### src/rtl/demux_pkg.sv
// Shared constants, lane state type and select decode for the demux_router slice.
package demux_pkg;

   localparam int NUM_LANES = 4;
   localparam int SEL_W     = 2;
   localparam int CNT_W     = 8;

   typedef enum logic {
      EMPTY = 1'b0,
      FULL  = 1'b1
   } lane_state_t;

   // One-hot lane decode of a destination select.
   function automatic logic [NUM_LANES-1:0] sel_decode(input logic [SEL_W-1:0] sel);
      logic [NUM_LANES-1:0] onehot;
      onehot      = '0;
      onehot[sel] = 1'b1;
      return onehot;
   endfunction

endpackage

### src/rtl/demux_slot.sv
// One output lane of demux_router: a one-entry valid/ready slot.
// With DEMUX_CNT_EN defined the lane also counts its drains (8-bit, wrapping).
module demux_slot
   import demux_pkg::*;
#(
   parameter int WIDTH = 4
) (
   input  logic             clk,
   input  logic             reset,
   input  logic             load,
   input  logic [WIDTH-1:0] load_data,
   input  logic             ready,
   output logic             valid,
   output logic [WIDTH-1:0] data
`ifdef DEMUX_CNT_EN
   ,
   output logic [CNT_W-1:0] cnt
`endif
);

   lane_state_t      state_reg;
   logic [WIDTH-1:0] data_reg;
   logic             drain;

   assign drain = (state_reg == FULL) & ready;
   assign valid = (state_reg == FULL);
   assign data  = data_reg;

   // A load wins over a same-cycle drain so the slot stays FULL with the new word.
   always_ff @(posedge clk or posedge reset) begin
      if (reset) begin
         state_reg <= EMPTY;
         data_reg  <= '0;
      end else begin
         case (state_reg)
            EMPTY: begin
               if (load) begin
                  state_reg <= FULL;
                  data_reg  <= load_data;
               end
            end
            FULL: begin
               if (load) begin
                  data_reg <= load_data;
               end else if (drain) begin
                  state_reg <= EMPTY;
               end
            end
            default: state_reg <= EMPTY;
         endcase
      end
   end

`ifdef DEMUX_CNT_EN
   logic [CNT_W-1:0] cnt_reg;

   always_ff @(posedge clk or posedge reset) begin
      if (reset) begin
         cnt_reg <= '0;
      end else if (drain) begin
         cnt_reg <= cnt_reg + 1'b1;
      end
   end

   assign cnt = cnt_reg;
`endif

endmodule

### src/rtl/demux_router.sv
// Registered 1-to-4 stream demultiplexer with per-lane one-entry slots.
// Optional per-lane drain counters on out_cnt when DEMUX_CNT_EN is defined.
module demux_router
   import demux_pkg::*;
#(
   parameter int WIDTH = 4
) (
   input  logic                       clk,
   input  logic                       reset,
   input  logic                       in_valid,
   output logic                       in_ready,
   input  logic [WIDTH-1:0]           in_data,
   input  logic [SEL_W-1:0]           in_sel,
   output logic [NUM_LANES-1:0]       out_valid,
   input  logic [NUM_LANES-1:0]       out_ready,
   output logic [NUM_LANES*WIDTH-1:0] out_data
`ifdef DEMUX_CNT_EN
   ,
   output logic [NUM_LANES*CNT_W-1:0] out_cnt
`endif
);

   logic [NUM_LANES-1:0] sel_onehot;
   logic [NUM_LANES-1:0] load;
   logic                 accept;

   // Ready depends only on the addressed lane, never on in_valid.
   assign in_ready   = !out_valid[in_sel] | out_ready[in_sel];
   assign accept     = in_valid & in_ready;
   assign sel_onehot = sel_decode(in_sel);

   generate
      for (genvar gi = 0; gi < NUM_LANES; gi++) begin : g_lane
         assign load[gi] = accept & sel_onehot[gi];

         demux_slot #(
            .WIDTH (WIDTH)
         ) u_slot (
            .clk       (clk),
            .reset     (reset),
            .load      (load[gi]),
            .load_data (in_data),
            .ready     (out_ready[gi]),
            .valid     (out_valid[gi]),
            .data      (out_data[gi*WIDTH +: WIDTH])
`ifdef DEMUX_CNT_EN
            ,
            .cnt       (out_cnt[gi*CNT_W +: CNT_W])
`endif
         );
      end
   endgenerate

endmodule

### config.mk
export PLATFORM = sky130hd
export DESIGN_NAME = demux_router
export DESIGN_NICKNAME = d
export VERILOG_FILES = /design/src/rtl/demux_pkg.sv /design/src/rtl/demux_slot.sv /design/src/rtl/demux_router.sv
export SDC_FILE = /design/constraint.sdc
export NUM_CORES = 1
export LEC_CHECK = 0
export ABC_AREA = 1
export CORE_MARGIN = 4
export CORE_UTILIZATION = 50
export DETAILED_ROUTE_END_ITERATION = 12
export DONT_BUFFER_PORTS = 1
export HOLD_SLACK_MARGIN = 0.06
export PLACE_DENSITY = 0.65
export SETUP_SLACK_MARGIN = 0.15
export SYNTH_ARGS = -nofsm -noshare
export SYNTH_HDL_FRONTEND = slang
export SYNTH_SLANG_ARGS = --single-unit
### constraint.sdc
create_clock -name clk -period 1.6 [get_ports clk]
set_clock_uncertainty 0.15 [all_clocks]
set_input_delay 0.32 -clock clk [delete_from_list [all_inputs] [get_ports clk]]
set_output_delay 0.32 -clock clk [all_outputs]
set_load 0.05 [all_outputs]
## Word-level counts from Yosys, hierarchy flattened

Cells that the tools add are included.

| storage, ports and cells | value |
|---|---|
| register bits | 20 |

| operators by class | value |
|---|---|
| order comparisons | 2 |
| multiplexer cells | 26 |
| bitwise logic cells | 14 |
| reduce and logical (&&, ||, !) cells | 2 |

Operators with widths:

| kind | count |
|---|---|
| 4-bit 2-to-1 mux | 4 |
| 1-bit 2-to-1 mux | 15 |
| 1-bit AND | 9 |
| 1-bit case mux with 2 select lines | 4 |
| 1-bit binary-select mux with 2-bit select | 2 |
| 1-bit inverter | 4 |
| 2-bit by 3-bit < comparator with 1-bit output (second input constant) | 1 |
| 1-bit demux with 2-bit select | 1 |
| 2-bit by 1-bit greater-or-equal comparator with 1-bit output (second input constant) | 1 |
| 1-bit logical AND | 1 |
| 1-bit logical NOT | 1 |
| 1-bit OR | 1 |

## Longest topological paths before layout

| logic depth | value |
|---|---|
| word-level depth | 8 |
| mapped depth | 11 |
| mapped depth without buffers | 9 |

## Hierarchy

A second synthesis with hierarchy kept.

| unflattened totals | value |
|---|---|
| cell total of the unflattened synthesis | 118 |
| area total of the unflattened synthesis | 889.6 µm² |

Modules (own cells, without submodules):

| module | times used | cells each | area each (µm²) | seq. area each (µm²) |
|---|---|---|---|---|
| demux_slot | 4 | 22 | 188.9 | 125.1 |
| demux_router | 1 | 30 | 133.9 | 0.0 |

## Worst setup path before layout

OpenSTA, ideal clock, no wires.

| timing | value |
|---|---|
| path kind | input to output |
| start | in in_sel[0] |
| end | out in_ready |
| data arrival time | 1.031 ns |
| required time | 1.130 ns |
| path slack | 0.099 ns |
| stages on the path | 7 |
| buffers on the path | 2 |
| cells stage by stage | buf_4 > nor2_4 > nand2_2 > nand2_1 > nor2_2 > nand2_2 > buf_4 |

| between the ends | value |
|---|---|
| cells in the longest elaborated chain, start to end | 4 |
| elaborated cells on any way between the ends | 6 |

Ends and longest elaborated chain:

| what | line | RTL |
|---|---|---|
| from (decl) | demux_router.sv:13 | `input logic [SEL_W-1:0] in_sel,` |
| 1-bit binary-select mux with 2-bit select | demux_router.sv:28 | `assign in_ready = !out_valid[in_sel] \| out_ready[in_sel];` |
| 1-bit 2-to-1 mux (implied by the code) | demux_router.sv:28 |  |
| 1-bit logical NOT | demux_router.sv:28 |  |
| 1-bit OR (*) | demux_router.sv:28 |  |
| to (decl) | demux_router.sv:11 | `output logic in_ready,` |

Every way passes the cells marked *; elsewhere a longest branch is shown, timed or not. The select of a mux whose other input is x is not followed.

## Final worst setup path

| timing | value |
|---|---|
| start | reg g_lane[3].u_slot.state_reg |
| end | out in_ready |

| between the ends | value |
|---|---|
| cells in the longest elaborated chain, start to end | 4 |

Ends and longest elaborated chain:

| what | line | RTL |
|---|---|---|
| from (decl) | demux_slot.sv:21 | `lane_state_t state_reg;` |
| from (signal assigned) | demux_slot.sv:32 | `state_reg <= EMPTY;` |
| from (signal assigned) | demux_slot.sv:38 | `state_reg <= FULL;` |
| from (signal assigned) | demux_slot.sv:46 | `state_reg <= EMPTY;` |
| 1-bit binary-select mux with 2-bit select | demux_router.sv:28 |  |
| 1-bit 2-to-1 mux (implied by the code) | demux_router.sv:28 |  |
| 1-bit logical NOT | demux_router.sv:28 |  |
| 1-bit OR | demux_router.sv:28 |  |

Every way passes these cells. The select of a mux whose other input is x is not followed.

==> flow_metrics.tcl <==
set metrics [dict create \
    area_growth_pct 35.5 \
    fp.coreArea_mm2 0.00180 \
    yosys_warnings 0 \
    yosys-top-cells-area "dfrtp_1 51%, nand2_1 17%, nand4_1 10%" \
    multi_input_area_um2 437 \
    dr.pass1.iters 5 \
    routed_wl_um 2480 \
    max_freq_mhz 608 \
    grt_pass1_vias 821 \
    rows 15 \
    r2r-start "g_lane[3].u_slot.valid" \
    clock_latency_ps 300 \
    synthFlopType "dfrtp_1" \
    maxCapViolCount 0 \
    synth_area_leader_cell "dfrtp_1" \
    crit_path_end "in_ready" \
    cp-startpoint "g_lane[3].u_slot.valid" \
    clock-root-buffer "clkbuf_4" \
    period_share_pct 103 \
    cp-start-kind "register" \
    htree_levels 1 \
    cp_max_fo 2 \
    largest_reg_flops 16 \
    io_pins 34 \
    overflow 0 \
    first_iter_violations 24 \
    synth_fp_nets 127 \
    cts_tree "yes" \
    synth.most_common_cell "nand2_1" \
    grt_pass1_wl_um 3780 \
    cts_sinks 20 \
    r2r-end "g_lane[2].u_slot.data[2]" \
    place_inst 137 \
    hp-class "in -> reg" \
    cp-end-kind "output port" \
    finalHoldViolCount 0 \
    synthDistinctLibCells 16 \
    drv_slew 0 \
    initial_core_util_pct 55.0 \
    wire_per_inst_um 15.7 \
    worstPathRequired_ps 1130 \
    period_needed_ps 1640 \
    vias_per_cell 5.44 \
    power.density_mw_per_mm2 1280 \
    die_h_um 52.5 \
    synth_edf_count 0 \
    clock_path_buffers 2 \
    grt_max_degree 21 \
    place_congestion 0.762 \
    cts_hold_buf 9 \
    routed-via-count 859 \
    power_mw 1.71 \
    peakVddDrop_mv 0.781 \
    status "finished, violations left" \
    hpwl_um 1620 \
    p_leak_nw 0.641 \
    io_buffers 0 \
    path_class "reg -> out" \
    fin_ws_ps -45.0 \
    nets 147 \
    arrival_ps 1170 \
    yosys.area.top_type_share_pct 50.5 \
    ys_ff_latch 20 \
    postRouteAntennaNets 0 \
    maxSlewHeadroom_pct 69.8 \
    drc 0 \
    die_area_mm2 0.00276 \
    avgSynthCellArea_um2 8.69 \
    setup_tns_ps -45.0 \
    ys_async_sr_fraction_pct 100 \
    ff2ff_path_depth 11 \
    antenna_found_initial 0 \
    stdcell_count 158 \
    tightest_slew_ps 451 \
    yosys-top-cells-count "44 x nand2_1, 20 x dfrtp_1, 16 x nand4_1" \
    syn_inst 114 \
    ys_seq_area_share_pct 50.5 \
    rsz0062_at_grt "true" \
    holdWs_ps 2.18 \
    layout-drive-gt1-share_pct 41.4 \
    final-setup-viol-count 1 \
    cts_buffers 3 \
    diodes 0 \
    die_x_um 52.5 \
    clk_pin_slew_ps 120 \
    fin_util_pct 74.5 \
    reg2reg_slack_ps 0 \
    layout.filler_cells 135 \
    grt_use_total_pct 18.7 \
    regArea_um2 520 \
    violations "negative setup slack" \
    netlist_area_um2 991 \
]
worst max-delay path, cell delays in order (launching register included):
cell     delay, ps
dfrtp_1        410
nand2_1         70
nand2_1         50
nand2_1         50
nand2_1         60
nand2_2         90
buf_8          150
layout by cell type (no fill, tap or decap):
master          n
nand3_4         4
dfrtp_2        16
nor2_4          1
nand2_2         9
nand2_1        37
o21ai_2         3
inv_1           6
dlygate4sd3_1   9
inv_2           2
clkbuf_16       1
buf_8           3
nor2_1          2
nand3_1         3
buf_12          2
bufinv_16       1
nand4_1        16
o21ai_1         1
clkbuf_4        3
buf_6           1
buf_4           8
nor2_2          1
dfrtp_1         4
routing by layer:
metal / GRT usage [%] / part of all wire [%] / vias up
met5: 0 / 0 / -
met3: 5.41 / 7.0 / 2
met4: 6.38 / 0.69 / 0
met2: 32.4 / 51 / 31
li1: - / - / 414
met1: 21.7 / 42 / 412
timing repair:
action	in CTS	in global routing
pin swaps	6	9
buffers inserted	1	6
setup endpoints to repair	3	35
gates cloned	0	1
gates resized for setup	5	34
hold endpoints to repair	40	20
worst min path at each step:
stage,from,end,slack [ps],depth (start not counted)
finish,in_valid,g_lane[2].u_slot.data[1],2,2
global route,in_valid,g_lane[2].u_slot.data[0],2,2
CTS,in_valid,g_lane[0].u_slot.data[0],4,2
detailed placement,reset,g_lane[3].u_slot.data[2],100,2
global placement,reset,g_lane[1].u_slot.valid,100,2
floorplan,reset,g_lane[0].u_slot.data[0],130,1
area by class of cell:
| type | count | share of cell area [%] |
|---|---|---|
| Inverter | 8 | 2.24 |
| Timing Repair Buffer | 24 | 20.2 |
| Tap cell | 25 | 2.33 |
| Clock inverter | 1 | 2.24 |
| Clock buffer | 3 | 1.68 |
| Sequential cell | 20 | 38.8 |
| Multi-Input combinational cell | 77 | 32.5 |
report_power, final:
part	switching, mW	internal, mW	total, mW
sequential	0.364	0.608	0.972
clock	0.167	0.253	0.420
combinational	0.175	0.145	0.320
per-stage QoR:
step	setup WS [ps]	cell area, um2
after floorplan	147	1000
after global placement	221	1020
after detailed placement	172	1020
after CTS	-39.0	1180
after global routing	-124	1340
final	-45.0	1340
cell families (layout without fill, tap and decap cells):
kind of cell / count (synthesis) / in the layout / synth area share, %
simple gates: 73 / 73 / 37.9
compound gates: 4 / 4 / 2.02
flops: 20 / 20 / 50.5
buf+inv: 17 / 36 / 9.59
Note: power is estimated with default switching activity, not from simulation.
